**config.mk**
```make
export PLATFORM = sky130hd
export DESIGN_NAME = keypad_scanner
export DESIGN_NICKNAME = d
export VERILOG_FILES = /design/src/rtl/keypad_scanner.sv
export SDC_FILE = /design/constraint.sdc
export NUM_CORES = 1
export LEC_CHECK = 0
export ABC_AREA = 1
export CAP_MARGIN = 20
export CORE_MARGIN = 1
export CORE_UTILIZATION = 64
export DETAILED_ROUTE_END_ITERATION = 10
export PLACE_DENSITY = 0.85
export RECOVER_POWER = 50
export SYNTH_ARGS = -nofsm -noshare
export SYNTH_HDL_FRONTEND = slang
export SYNTH_SLANG_ARGS = --single-unit
```
**constraint.sdc**
```tcl
create_clock -name clk -period 4 [get_ports clk]
set_input_delay 0.8 -clock clk [delete_from_list [all_inputs] [get_ports clk]]
set_output_delay 0.8 -clock clk [all_outputs]
set_load 0.03 [all_outputs]
```
**src/rtl/keypad_scanner.sv**
```systemverilog
// Keypad front end for the safe controller: scans a 4x3 matrix, classifies each
// full scan and debounces across scans into a single key_valid strobe per press.
module keypad_scanner #(
    parameter int SCAN_DIV       = 100000,
    parameter int DEBOUNCE_SCANS = 4
) (
    input  logic       clk,
    input  logic       init,
    input  logic [2:0] col,
    output logic [3:0] row,
    output logic [3:0] key_code,
    output logic       key_valid,
    output logic       key_held
);

    localparam int DWELL_W = $clog2(SCAN_DIV);
    localparam int CNT_W   = $clog2(DEBOUNCE_SCANS + 1);

    localparam logic [DWELL_W-1:0] DWELL_LAST = DWELL_W'(SCAN_DIV - 1);
    localparam logic [CNT_W-1:0]   CNT_DONE   = CNT_W'(DEBOUNCE_SCANS);
    localparam logic [CNT_W-1:0]   CNT_ONE    = CNT_W'(1);

    localparam logic [1:0] ST_IDLE     = 2'd0;
    localparam logic [1:0] ST_DEBOUNCE = 2'd1;
    localparam logic [1:0] ST_PRESSED  = 2'd2;
    localparam logic [1:0] ST_RELEASE  = 2'd3;

    localparam logic [1:0] RES_NONE   = 2'd0;
    localparam logic [1:0] RES_SINGLE = 2'd1;
    localparam logic [1:0] RES_MULTI  = 2'd2;

    logic [2:0]         col_m;
    logic [2:0]         col_s;
    logic [DWELL_W-1:0] dwell;
    logic [1:0]         row_idx;
    logic               sample_edge;
    logic               frame_end;

    logic [1:0]         col_ones;
    logic               row_single;
    logic               row_multi;
    logic [3:0]         row_code;

    logic [1:0]         acc_rows;
    logic               acc_multi;
    logic [3:0]         acc_code;
    logic [1:0]         rows_next;
    logic               multi_next;
    logic [3:0]         code_next;
    logic [1:0]         frame_result;

    logic [1:0]         state;
    logic [3:0]         cand;
    logic [CNT_W-1:0]   cnt;
    logic [CNT_W-1:0]   cnt_inc;

    function automatic logic [3:0] key_lookup(input logic [1:0] r, input logic [2:0] c);
        logic [1:0] j;
        logic [3:0] code;
        if (c[0])
            j = 2'd0;
        else if (c[1])
            j = 2'd1;
        else
            j = 2'd2;
        case ({r, j})
            4'b00_00: code = 4'd1;
            4'b00_01: code = 4'd2;
            4'b00_10: code = 4'd3;
            4'b01_00: code = 4'd4;
            4'b01_01: code = 4'd5;
            4'b01_10: code = 4'd6;
            4'b10_00: code = 4'd7;
            4'b10_01: code = 4'd8;
            4'b10_10: code = 4'd9;
            4'b11_00: code = 4'd10;
            4'b11_01: code = 4'd0;
            4'b11_10: code = 4'd11;
            default:  code = 4'd15;
        endcase
        return code;
    endfunction

    // Columns are asynchronous to clk, so they pass through two flops first.
    always_ff @(posedge clk) begin
        if (init) begin
            col_m <= 3'b000;
            col_s <= 3'b000;
        end else begin
            col_m <= col;
            col_s <= col_m;
        end
    end

    assign sample_edge = (dwell == DWELL_LAST);
    assign frame_end   = sample_edge && (row_idx == 2'd3);

    always_ff @(posedge clk) begin
        if (init) begin
            dwell   <= '0;
            row_idx <= 2'd0;
            row     <= 4'b0001;
        end else if (sample_edge) begin
            dwell   <= '0;
            row_idx <= row_idx + 2'd1;
            row     <= {row[2:0], row[3]};
        end else begin
            dwell   <= dwell + DWELL_W'(1);
        end
    end

    assign col_ones   = {1'b0, col_s[0]} + {1'b0, col_s[1]} + {1'b0, col_s[2]};
    assign row_single = (col_ones == 2'd1);
    assign row_multi  = (col_ones >= 2'd2);
    assign row_code   = key_lookup(row_idx, col_s);

    // The accumulator view including the current sample; rows_next saturates at 2,
    // which is all the frame classification needs to tell one candidate from many.
    always_comb begin
        rows_next  = acc_rows;
        multi_next = acc_multi | row_multi;
        code_next  = acc_code;
        if (row_single) begin
            code_next = row_code;
            if (acc_rows != 2'd2)
                rows_next = acc_rows + 2'd1;
        end
    end

    always_comb begin
        frame_result = RES_MULTI;
        if (rows_next == 2'd0 && !multi_next)
            frame_result = RES_NONE;
        else if (rows_next == 2'd1 && !multi_next)
            frame_result = RES_SINGLE;
    end

    always_ff @(posedge clk) begin
        if (init || frame_end) begin
            acc_rows  <= 2'd0;
            acc_multi <= 1'b0;
            acc_code  <= 4'd0;
        end else if (sample_edge) begin
            acc_rows  <= rows_next;
            acc_multi <= multi_next;
            acc_code  <= code_next;
        end
    end

    assign cnt_inc = (cnt == CNT_DONE) ? cnt : cnt + CNT_ONE;

    // Debounce runs only at frame ends; a press must be fully released before
    // another key can be accepted.
    always_ff @(posedge clk) begin
        if (init) begin
            state     <= ST_IDLE;
            cand      <= 4'd0;
            cnt       <= '0;
            key_code  <= 4'd15;
            key_valid <= 1'b0;
            key_held  <= 1'b0;
        end else begin
            key_valid <= 1'b0;
            if (frame_end) begin
                case (state)
                    ST_IDLE: begin
                        if (frame_result == RES_SINGLE) begin
                            cand  <= code_next;
                            cnt   <= CNT_ONE;
                            state <= ST_DEBOUNCE;
                        end
                    end
                    ST_DEBOUNCE: begin
                        if (frame_result == RES_SINGLE) begin
                            if (code_next == cand) begin
                                cnt <= cnt_inc;
                                if (cnt_inc == CNT_DONE) begin
                                    state     <= ST_PRESSED;
                                    key_code  <= cand;
                                    key_valid <= 1'b1;
                                    key_held  <= 1'b1;
                                end
                            end else begin
                                cand <= code_next;
                                cnt  <= CNT_ONE;
                            end
                        end else begin
                            cnt   <= '0;
                            state <= ST_IDLE;
                        end
                    end
                    ST_PRESSED: begin
                        if (frame_result == RES_NONE) begin
                            cnt   <= CNT_ONE;
                            state <= ST_RELEASE;
                        end
                    end
                    ST_RELEASE: begin
                        if (frame_result == RES_NONE) begin
                            cnt <= cnt_inc;
                            if (cnt_inc == CNT_DONE) begin
                                state    <= ST_IDLE;
                                key_held <= 1'b0;
                            end
                        end else begin
                            state <= ST_PRESSED;
                        end
                    end
                    default: state <= ST_IDLE;
                endcase
            end
        end
    end

endmodule

```
**After elaboration in Yosys (flattened, before gate mapping)**

Memory sizes are Yosys's and may differ from the RTL's.
Cells that the tools add are included.

- $add $sub $neg: 6
- Magnitude comparators: 1
- Equal/unequal tests: 23
- Muxes and demuxes: 33
- Bitwise logic cells: 5
- Reduce and logical (&&, ||, !) cells: 17

Operators by type and width:

| cell | count |
|---|---|
| 2-to-1 mux 2 bit | 13 |
| 2-to-1 mux 3 bit | 6 |
| inequality test 2 bit (second input constant) | 9 |
| adder 17 x 1 -> 17 bit (second input constant) | 1 |
| == test 17 bit (second input constant) | 1 |
| 2-to-1 mux 4 bit | 4 |
| one-hot mux 3 bit (4 select lines) | 1 |
| AND reduction 5 bit | 2 |
| inequality test 3 bit (second input constant) | 3 |
| == test 2 x 1 -> 1 bit (second input constant) | 4 |
| one-hot mux 2 bit (4 select lines) | 1 |
| one-hot mux 4 bit (2 select lines) | 1 |
| AND reduction 7 bit | 1 |
| == test 2 bit (second input constant) | 3 |
| == test 3 bit (second input constant) | 2 |
| logical NOT 2 bit | 3 |
| 2-to-1 mux 1 bit | 6 |
| AND reduction 6 bit | 1 |
| OR reduction 5 bit | 1 |
| adder 2 x 1 -> 2 bit (second input constant) | 2 |
| == test 4 bit | 1 |
| NOT 1 bit | 4 |
| AND reduction 4 bit | 1 |
| nonzero test 2 bit | 2 |
| other kinds (10) | 12 |

- Bits in registers: 51
- Memory bits (read-only): 64
- Bits of input ports: 5
- Output and inout port bits: 10
- Logic and storage cells: 100
- Memories: 1

Memory list:

| name | depth | width | read ports | clocked after Yosys merged registers in | wr ports | RTL line | RTL |
|---|---|---|---|---|---|---|---|
| (no name shown) | 16 | 4 | 1 | 0 | 0 | 66 | `case ({r, j})` |

**Depth between registers and ports, before layout**

Gate-level depths: netlist (run 1).

- Word-level depth: 11
- Gate-level depth with buffers: 20
- Mapped depth without buffers: 20

**Worst setup path after synthesis (run 1)**

Ideal clock, no wire load.

- Path kind: flip-flop to flip-flop
- From: register col_s[1]
- To: register key_code[0]
- Library setup time: 120 ps
- Data arrival time: 2049 ps
- Data required time: 3880 ps
- Slack: 1831 ps
- Cell stages (with the launch flop): 17
- Buffers on the path: 0
- Clock period less this slack: 2169 ps
- Cell sequence: dfxtp_1 inv_1 fa_1 inv_1 nand2_2 a21oi_1 nand2_1 nand2_2 nand2_1 nand2_1 nand2_2 nor2_4 nand2_4 nor2_8 nand2_4 nand2_1 nand3_1

- Longest elaborated chain between the ends: 10
- Elaborated cells on any way between the ends: 20
- Those cells by class: add/sub: 2; order compare: 1; eq/ne: 4; mux: 6; bitwise: 1; reduce/logical: 5; memory: 1

RTL lines:

| item | RTL line | RTL |
|---|---|---|
| start, declared | 33 | `logic [2:0] col_s;` |
| start signal, assigned | 91 | `col_s <= col_m;` |
| adder 1 x 1 -> 2 bit | 112 | `assign col_ones = {1'b0, col_s[0]} + {1'b0, col_s[1]} + {1'b0, col_s[2]};` |
| adder 2 x 1 -> 2 bit | 112 |  |
| == test 2 x 1 -> 1 bit / greater-or-equal comparator 2 bit (equally long branches) | 113, 114 |  |
| 2-to-1 mux 2 bit / bitwise OR 1 bit (equally long branches) | 123, 121 |  |
| == test 2 x 1 -> 1 bit / logical NOT 1 bit (equally long branches) | 134, 132 |  |
| logical AND 1 bit | 134 | `else if (rows_next == 2'd1 && !multi_next)` |
| 2-to-1 mux 2 bit | 134 |  |
| 2-to-1 mux 2 bit | 132 | `if (rows_next == 2'd0 && !multi_next)` |
| == test 2 x 1 -> 1 bit | 174 | `if (frame_result == RES_SINGLE) begin` |
| AND reduction 5 bit (no line) * | n/a |  |
| end signal, assigned | 179 | `key_code <= cand;` |
| end, declared | 11 | `output logic [3:0] key_code,` |

Every way passes the cells marked *; elsewhere a longest branch is shown, timed or not.
A chain may end at the register's enable or synchronous reset.

**Worst setup path after layout (run 1)**

- From: register dwell[0]
- To: register dwell[16]

- Longest elaborated chain between the ends: 2
- Elaborated cells on any way between the ends: 3
- Those cells by class: add/sub: 1; eq/ne: 1; reduce/logical: 1

RTL lines:

| item | RTL line | RTL |
|---|---|---|
| start, declared | 34 | `logic [DWELL_W-1:0] dwell;` |
| start signal, assigned | 108 | `dwell <= dwell + DWELL_W'(1);` |
| parallel branches: the longest is 2 deep, another holds adder 17 x 1 -> 17 bit | n/a |  |

Parallel ways; which one is timed is not known.

==> flow_summary.yaml, run 1 <==
cts:
  cts_resized: 0
  h-tree-depth: 2
  clkLatencyLatePin_ns: 0.30
  cts_tree: "done"
  cts.sinks: 51
  cts.clk_slew.worst_paths_ns: 0.09
  postCtsSetupRepairBufs: 0
  ctsHoldBuffers: 0
  cts_made_buffers: 5
  cts-root-buf: "clkbuf_8"
  clk_path_buf_depth: 2
route:
  dr.max_layer_used: "met4"
  wl_mm: 5.25
  drt-pass1-iter-count: 5
  dr.first_iter.drc_count: 150
  dr_wl_met2_mm: 2.56
  via_count: 2417
  postRouteAntennaNets: 0
  wl_met3_um: 198
  wl_per_cell_um: 11.6
  drc: 0
  drt-met1-wl_mm: 2.44
  vias_per_cell: 5.36
synthesis:
  synth_ff_type: "dfxtp_1"
  synthesis.area_mm2: 0.00271
  ys_types: 38
  syn_nets: 397
  yosysSeqAreaShare_pct: 37.6
  yosysWarnings: 0
  async_flop_share_pct: 0
  syn_area_per_cell_um2: 7.06
  synth_edf_count: 0
  synth-seq-cells: 51
  syn-instance-count: 384
final_layout:
  syn2layout_area_growth_pct: 10.1
  diodes: 0
  layout-drive-gt1-share_pct: 11.7
  fin_nets: 413
  fillCellCount: 337
floorplan:
  die_w_um: 67.1
  core_mm2: 0.00403
  die-area_mm2: 0.00450
  pin_count: 15
  rows: 23
  die_h_um: 67.1
  start_util_pct: 67.3
grt:
  grt_max_degree: 17
  grt_pass1_wl_mm: 9.11
  grt_pass1_vias: 2226
  antenna_found_initial: 0
  grt_usage_pct: 26.4
  grt.overflow.total: 0
placed_design:
  gp_congestion: 0.878
  dpl_worst_slack_ns: 1.25
  port_buffers: 14
  dp_hpwl_mm: 3.97
pwr:
  vdd_ir_drop_max_mv: 0.216
  power_leakage_nw: 1.26
  p_per_area_mw_per_mm2: 305
critical_path:
  required_ns: 4.19
  cp_slowest_cell: "inv_1"
  path_class: "flop to flop"
  critical_path.top_delay_family: "simple AND/OR/NAND/NOR gates"
  cp_num_buf_inv: 3
  crit_path_cell_trace: "ha_1, nand2_1, nor2_1, nand4_1, nor2_1, nand2_1, inv_1, nor2_1, inv_1, a21oi_1, o21ai_0, inv_1"
  arrival_ns: 2.75
  start_kind: "flop"
  cp-end-kind: "flop"
  critPathMaxStageDelay_ns: 0.38
  path_max_fanout: 16
outcome:
  outcome: "completed"
timing:
  finalWorstSetupSlack_ns: 1.44
  rsz0062_at_grt: "no"
  slew_headroom_pct: 55.4
  finalCritPeriodShare_pct: 64.1
  tns_ns: 0
  setup_viol: 0
  hold_violations: 0
  fmax_mhz: 390
  fin_skew_ns: 0.0149
  tightestPinTransition_ns: 0.667
  final_max_slew_viol_count: 0
  layout_min_cycle_time_ns: 2.56
worst_hold_path:
  hold_path.class: "flop to flop"
flow_run:
  cap_violations: 0
report_power, final:
part | leakage, nW | switching, mW | internal, mW
combinational | 0.801 | 0.0507 | 0.0248
clock | 0.0505 | 0.162 | 0.157
sequential | 0.413 | 0.00275 | 0.513
total | 1.26 | 0.216 | 0.695
path summary, 6_finish.rpt:
path / cells past startpoint / slack, ns / to / start
worst max-delay path: 12 / 1.44 / dwell[16] / dwell[0]
worst min-delay path: 2 / 0.41 / col_s[1] / col_m[1]
worst max register to register: 12 / 1.44 / dwell[16] / dwell[0]
worst min register to register: 2 / 0.41 / col_s[1] / col_m[1]
routing by layer:
layer,global-route usage (%),vias up
li1,-,1257
met1,33.0,1101
met2,46.1,52
met3,3.77,7
met4,8.24,0
met5,0,-
final cells by class:
type	instances	area [um^2]	area share, %
repair buffers	14	140	4.69
clock buffers	7	96.3	3.23
flip-flops and latches	51	1020	34.2
inverters	61	229	7.67
multi-input cells	267	1430	47.9
clock inverters	1	7.51	0.251
well taps	50	62.6	2.10
placed cells by master, fill, tap and decap left out, types with 3 or more instances in the layout:
| cell | netlist | final |
|---|---|---|
| nand2_1 | 81 | 81 |
| xor2_1 | 4 | 4 |
| nor2_1 | 49 | 51 |
| ha_1 | 7 | 7 |
| dfxtp_1 | 51 | 51 |
| a21oi_2 | 5 | 5 |
| nor4_1 | 4 | 4 |
| dlygate4sd3_1 | 0 | 11 |
| nor3_1 | 7 | 7 |
| inv_2 | 6 | 6 |
| a21oi_1 | 17 | 17 |
| nor2_2 | 5 | 3 |
| nand4_1 | 7 | 7 |
| clkbuf_8 | 0 | 7 |
| o21ai_0 | 13 | 13 |
| inv_1 | 55 | 55 |
| nand3_2 | 3 | 3 |
| nand2_2 | 9 | 9 |
| nand3_1 | 30 | 30 |
| clkdlybuf4s50_1 | 0 | 3 |
metrics by stage:
step | area [um^2] | std cells | hold slack [ns] | power, mW | utilization [%]
2_1_floorplan | 2710 | 384 | 0.388 | 0.588 | -
3_3_place_gp | 2890 | 443 | 0.389 | 0.601 | 71.6
3_5_place_dp | 2890 | 443 | 0.400 | 0.603 | 71.6
4_1_cts | 2990 | 451 | 0.413 | 0.915 | 74.2
5_1_grt | 2990 | 451 | 0.439 | 0.948 | 74.1
6_report | 2990 | 451 | 0.408 | 0.911 | 74.1
sequential cells by signal, summed over array words and instances, names as in the netlist:
signal,count
col_s,3
key_code,4
row,4
acc_code,4
key_valid,1
cand,4
key_held,1
acc_rows,2
col_m,3
dwell,17
state,2
cnt,3
acc_multi,1
row_idx,2
cell usage after synthesis (2+ instances only):
library cell	instances	area, um^2
o21ai_0	13	65.1
nand3_2	3	30.0
nor4_1	4	25.0
nor3_2	2	20.0
nand2_2	9	56.3
inv_1	55	206
nor2_1	49	184
o21ai_2	2	17.5
nor2_2	5	31.3
a21oi_2	5	43.8
nor2_4	2	22.5
o211ai_1	2	15.0
nor3_1	7	35.0
o21a_1	2	15.0
dfxtp_1	51	1020
nand2_1	81	304
a21oi_1	17	85.1
ha_1	7	87.6
xor2_1	4	35.0
nand4_1	7	43.8
o21ai_1	2	10.0
nand2_4	2	22.5
inv_2	6	22.5
buf_2	2	10.0
nor2_8	2	40.0
nand3_1	30	150
a31oi_1	2	12.5
tightest hold or removal path: stages, from the launching register on:
cell	delay [ns]
dfxtp_1	0.31
inv_1	0.04
nor2_1	0.03
kinds of logic after synthesis:
logic type,Yosys count,share of synthesized area [%]
flip-flops,51,37.6
buffers and inverters,66,9.50
XOR/XNOR,4,1.29
adder cells (fa/ha/maj),8,3.97
AND/OR/NAND/NOR,210,37.9
AO/OA/AOI/OAI,45,9.73
Note: power is estimated with default switching activity, not from simulation.
==> run 2, diff against run 1 <==
--- a/config.mk
+++ b/config.mk
@@ -8,9 +8,9 @@
 export ABC_AREA = 1
 export CAP_MARGIN = 20
 export CORE_MARGIN = 1
-export CORE_UTILIZATION = 64
+export CORE_UTILIZATION = 59
 export DETAILED_ROUTE_END_ITERATION = 10
-export PLACE_DENSITY = 0.85
+export PLACE_DENSITY = 0.79
 export RECOVER_POWER = 50
 export SYNTH_ARGS = -nofsm -noshare
 export SYNTH_HDL_FRONTEND = slang
==> constraint.sdc (replaced) <==
create_clock -name clk -period 2.5 [get_ports clk]
set_input_delay 0.5 -clock clk [delete_from_list [all_inputs] [get_ports clk]]
set_output_delay 0.5 -clock clk [all_outputs]
set_load 0.03 [all_outputs]
==> run 2 against run 1 <==
Utilization shrank 6.0 points. Clock power grew 32%. Global-route usage shrank 4.0 points. Critical path depth grew 3. Cell area is essentially flat. Critical path type unchanged. Combinational power grew 63%. First-iteration DRC count shrank 17%. Highest routed layer unchanged. Worst hold slack lost 0.0028 ns. Largest cell class unchanged. Sequential share of layout area is essentially flat.
==> flow_summary.yaml, run 2 (same netlist as run 1, synthesis figures left out) <==
timing:
  tightestPinTransition_ns: 0.599
  finalCritPeriodShare_pct: 90.8
  hold_violations: 0
  setup_viol: 0
  fmax_mhz: 441
  slew_headroom_pct: 60.1
  rsz0062_at_grt: "no"
  fin_skew_ns: 0.00460
  layout_min_cycle_time_ns: 2.27
  final_max_slew_viol_count: 0
  tns_ns: 0
  finalWorstSetupSlack_ns: 0.231
critical_path:
  critical_path.top_delay_family: "simple AND/OR/NAND/NOR gates"
  arrival_ns: 2.46
  cp_num_buf_inv: 2
  path_max_fanout: 6
  required_ns: 2.69
  start_kind: "flop"
  cp-end-kind: "flop"
  crit_path_cell_trace: "inv_1, fa_2, inv_1, nand2_2, nor2_1, nand2_1, nand2_1, nand2_1, nand2_1, nor2_4, nand2_4, nor2_8, nand2_4, nand2_1, nand3_1"
  cp_slowest_cell: "fa_2"
  critPathMaxStageDelay_ns: 0.60
  crit_top_cell: "nand2_1"
  path_class: "flop to flop"
grt:
  grt_pass1_vias: 2168
  grt.overflow.total: 0
  antenna_found_initial: 0
  grt_pass1_wl_mm: 8.93
  grt_usage_pct: 22.3
  grt_max_degree: 16
final_layout:
  fin_nets: 418
  layout_common_cells: "nand2_1, inv_1, nor2_1"
  fillCellCount: 390
  layout-drive-gt1-share_pct: 11.9
  syn2layout_area_growth_pct: 10.1
  diodes: 0
  utilization_pct: 68.1
  largest_register_ffs: 17
  regMostFlops: "dwell"
  layout_commonest_cell: "nand2_1"
pwr:
  p_per_area_mw_per_mm2: 459
  power_leakage_nw: 1.26
  vdd_ir_drop_max_mv: 0.341
route:
  dr.first_iter.drc_count: 124
  drt-pass1-iter-count: 4
  wl_per_cell_um: 11.2
  drc: 0
  vias_per_cell: 5.24
  wl_mm: 5.12
  postRouteAntennaNets: 0
  via_count: 2391
placed_design:
  dpl_worst_slack_ns: 0.137
  dp_hpwl_mm: 4.00
  port_buffers: 14
  gp_congestion: 0.963
cts:
  h-tree-depth: 2
  cts_tree: "done"
  cts.sinks: 51
  clkLatencyLatePin_ns: 0.29
  clk_path_buf_depth: 2
  ctsHoldBuffers: 0
  cts_resized: 0
  cts.clk_slew.worst_paths_ns: 0.08
  postCtsSetupRepairBufs: 0
  cts_made_buffers: 5
  cts-root-buf: "clkbuf_8"
floorplan:
  rows: 24
  die_h_um: 69.8
  die-area_mm2: 0.00487
  pin_count: 15
  start_util_pct: 61.9
  die_w_um: 69.8
  core_mm2: 0.00438
outcome:
  outcome: "completed"
flow_run:
  cap_violations: 0
worst_hold_path:
  hold_path.class: "flop to flop"
run 2: changes by cell type in the layout (fill, tap and decap cells not counted), sizes merged:
cell,before,now
clkdlybuf4s50,3,4
clkinvlp,1,0
dlygate4sd3,11,10
clkbuf,7,9
buf,0,2
run 2: final timing paths:
kind                  to  slack [ns]  depth (start not counted)      from
max          key_code[1]        0.23                         15  col_s[1]
min             col_s[2]        0.41                          2  col_m[2]
max reg2reg  key_code[1]        0.23                         15  col_s[1]
min reg2reg     col_s[2]        0.41                          2  col_m[2]
run 2: final cells by class:
| cell class | count | area (um^2) | share of cell area, % |
|---|---|---|---|
| sequential | 51 | 1020 | 34.2 |
| clock buffer | 6 | 72.6 | 2.43 |
| tap | 52 | 65.1 | 2.18 |
| multi-input combinational | 267 | 1430 | 47.9 |
| inverter | 61 | 229 | 7.67 |
| timing repair buffer | 19 | 166 | 5.57 |
run 2: per-layer routing:
| layer | track usage [%] | vias to the layer above | part of all wire, % |
|---|---|---|---|
| li1 | - | 1269 | - |
| met1 | 27.5 | 1069 | 47 |
| met2 | 37.5 | 44 | 49 |
| met3 | 4.94 | 9 | 2.9 |
| met4 | 9.33 | 0 | 1.4 |
| met5 | 0 | - | 0 |
run 2: power breakdown:
group          switching (mW)  internal [mW]
Combinational          0.0802         0.0427
Clock                   0.238          0.187
Sequential            0.00451          0.820
run 2: worst reg2reg max path: stages, from the launching register on:
cell and delay, ns:
dfxtp_2 0.37, inv_1 0.07, fa_2 0.60, inv_1 0.07
nand2_2 0.10, nor2_1 0.05, nand2_1 0.10, nand2_1 0.08
nand2_1 0.06, nand2_1 0.08, nor2_4 0.15, nand2_4 0.10
nor2_8 0.14, nand2_4 0.07, nand2_1 0.08, nand3_1 0.06
run 2: through the flow:
stage / hold slack (ns) / cell area [um^2] / instances / power [mW]
after floorplan: 0.388 / 2710 / 384 / 0.941
after global placement: 0.392 / 2930 / 450 / 0.964
after detailed placement: 0.395 / 2930 / 450 / 0.968
after CTS: 0.407 / 3000 / 456 / 1.39
after global routing: 0.438 / 2990 / 456 / 1.44
final: 0.405 / 2990 / 456 / 1.37
==> run 3, diff against run 2 <==
--- a/config.mk
+++ b/config.mk
@@ -8,8 +8,9 @@
 export ABC_AREA = 1
 export CAP_MARGIN = 20
 export CORE_MARGIN = 1
-export CORE_UTILIZATION = 59
+export CORE_UTILIZATION = 63
 export DETAILED_ROUTE_END_ITERATION = 10
+export DONT_BUFFER_PORTS = 1
 export PLACE_DENSITY = 0.79
 export RECOVER_POWER = 50
 export SYNTH_ARGS = -nofsm -noshare
==> run 3 against run 2 <==
Sequential share of layout area up 1.2 points. Power rose by 5.9%. Maximum frequency is 2.9% lower. Global-route usage is 3.1 points higher. Flip-flop and latch count did not move. Largest power group unchanged.
==> flow_summary.yaml, run 3 (same netlist as run 1, synthesis figures left out) <==
critical_path:
  critPathMaxStageDelay_ns: 0.52
  path_max_fanout: 6
  crit_top_cell: "nand2_2"
  crit_path_cell_trace: "inv_1, fa_2, inv_1, nand2_2, a21oi_1, nand2_1, nand2_2, nand2_1, nand2_1, nand2_2, nor2_4, nand2_4, nor2_8, nand2_4, nand2_2, nand3_1"
  arrival_ns: 2.53
  start_kind: "flop"
  path_class: "flop to flop"
  required_ns: 2.70
  cp_slowest_cell: "fa_2"
  cp-end-kind: "flop"
final_layout:
  regMostFlops: "dwell"
  final_area_mm2: 0.00289
  stdcell_count: 442
  layout-drive-gt1-share_pct: 14.0
  largest_register_ffs: 17
  diodes: 0
  layout_common_cells: "nand2_1, inv_1, nor2_1"
  syn2layout_area_growth_pct: 6.37
  fin_nets: 404
  fillCellCount: 346
  layout_commonest_cell: "nand2_1"
timing:
  fin_skew_ns: 0.00920
  final_max_slew_viol_count: 0
  fmax_mhz: 428
  setup_viol: 0
  finalWorstSetupSlack_ns: 0.164
  slew_headroom_pct: 58.7
  tightestPinTransition_ns: 0.619
  whs_ns: 0.248
  finalCritPeriodShare_pct: 93.5
  layout_min_cycle_time_ns: 2.34
  hold_violations: 0
route:
  dr.first_iter.drc_count: 184
  drc: 0
  via_count: 2378
  vias_per_cell: 5.38
  drt-pass1-iter-count: 4
  wl_per_cell_um: 12.1
  wl_mm: 5.33
  postRouteAntennaNets: 0
cts:
  clk_path_buf_depth: 2
  cts_made_buffers: 5
  cts-root-buf: "clkbuf_8"
  cts.sinks: 51
  cts.clk_slew.worst_paths_ns: 0.09
  h-tree-depth: 2
  cts_tree: "done"
  ctsHoldBuffers: 0
  clkLatencyLatePin_ns: 0.30
pwr:
  internal-power_mw: 1.11
  power_leakage_nw: 1.22
  pwr-share-clk_pct: 35.4
  pwr-share-comb_pct: 7.8
  p_sw_mw: 0.343
  switching_share_pct: 23.6
  power_frac_seq_pct: 56.8
  vdd_ir_drop_max_mv: 0.336
  p_per_area_mw_per_mm2: 503
placed_design:
  placed_cells: 432
  gp_congestion: 0.897
  dp_hpwl_mm: 3.88
  place_area_mm2: 0.00277
  port_buffers: 0
  dpl_worst_slack_ns: 0.166
worst_hold_path:
  hold_path.class: "primary input to flop"
grt:
  grt_max_degree: 16
  grt_pass1_wl_mm: 8.85
  grt.overflow.total: 0
  grt_usage_pct: 25.5
  antenna_found_initial: 0
  grt_pass1_vias: 2175
floorplan:
  die_h_um: 67.6
  start_util_pct: 66.9
  pin_count: 15
  die-area_mm2: 0.00457
  rows: 23
  die_w_um: 67.6
  core_mm2: 0.00406
outcome:
  outcome: "completed"
flow_run:
  cap_violations: 0
==> run 3: worst max-delay path, delay by kind of cell (launching register included) <==
kind                     cells  cell delay (ns)
buffers and inverters        2             0.16
AO/OA/AOI/OAI                1             0.12
adder cells (fa/ha/maj)      1             0.52
AND/OR/NAND/NOR             12             1.07
flip-flops                   1             0.36
==> run 3: power groups by stage <==
stage                     logic [mW]  registers (mW)  clock network, mW
after CTS                      0.112           0.825              0.520
after global placement         0.109           0.844                  0
after global routing           0.131           0.826              0.551
final                          0.114           0.825              0.514
after floorplan               0.0982           0.843                  0
after detailed placement       0.111           0.844                  0
==> run 3: path summary, 6_finish.rpt <==
| check | from | to | slack (ns) | cells after the start |
|---|---|---|---|---|
| setup / recovery | col_s[1] | key_code[1] | 0.16 | 16 |
| hold / removal | init | cand[3] | 0.25 | 1 |
| setup reg to reg | col_s[1] | key_code[1] | 0.16 | 16 |
| hold reg to reg | col_m[0] | col_s[0] | 0.40 | 2 |
==> run 3: area by class of cell <==
cell class	count	area [um^2]	share of cell area, %
Inverter	61	229	7.94
Timing Repair Buffer	5	30.0	1.04
Multi-Input combinational cell	267	1440	49.8
Sequential cell	51	1020	35.5
Tap cell	50	62.6	2.17
Clock buffer	7	96.3	3.34
Clock inverter	1	7.51	0.260
==> run 3: per-stage QoR <==
| step | utilization, % | total power, mW | TNS (ns) |
|---|---|---|---|
| global route | 71.1 | 1.51 | -0.0964 |
| finish | 71.1 | 1.45 | 0 |
| detailed placement | 68.2 | 0.955 | 0 |
| floorplan | - | 0.941 | 0 |
| CTS | 70.8 | 1.46 | 0 |
| global placement | 68.2 | 0.953 | 0 |
==> run 3: per-layer routing <==
layer	global-route usage [%]	vias up	wire [um]	share of wire, %
li1	-	1239	-	-
met1	30.0	1057	2310	43
met5	0	-	0	0
met3	5.41	11	305	5.7
met2	45.4	71	2630	49
met4	7.71	0	85	1.6
==> run 3: what timing repair did <==
item	CTS	global route
setup endpoints to repair	0	14
gates resized for setup	0	5
setup buffers	0	2
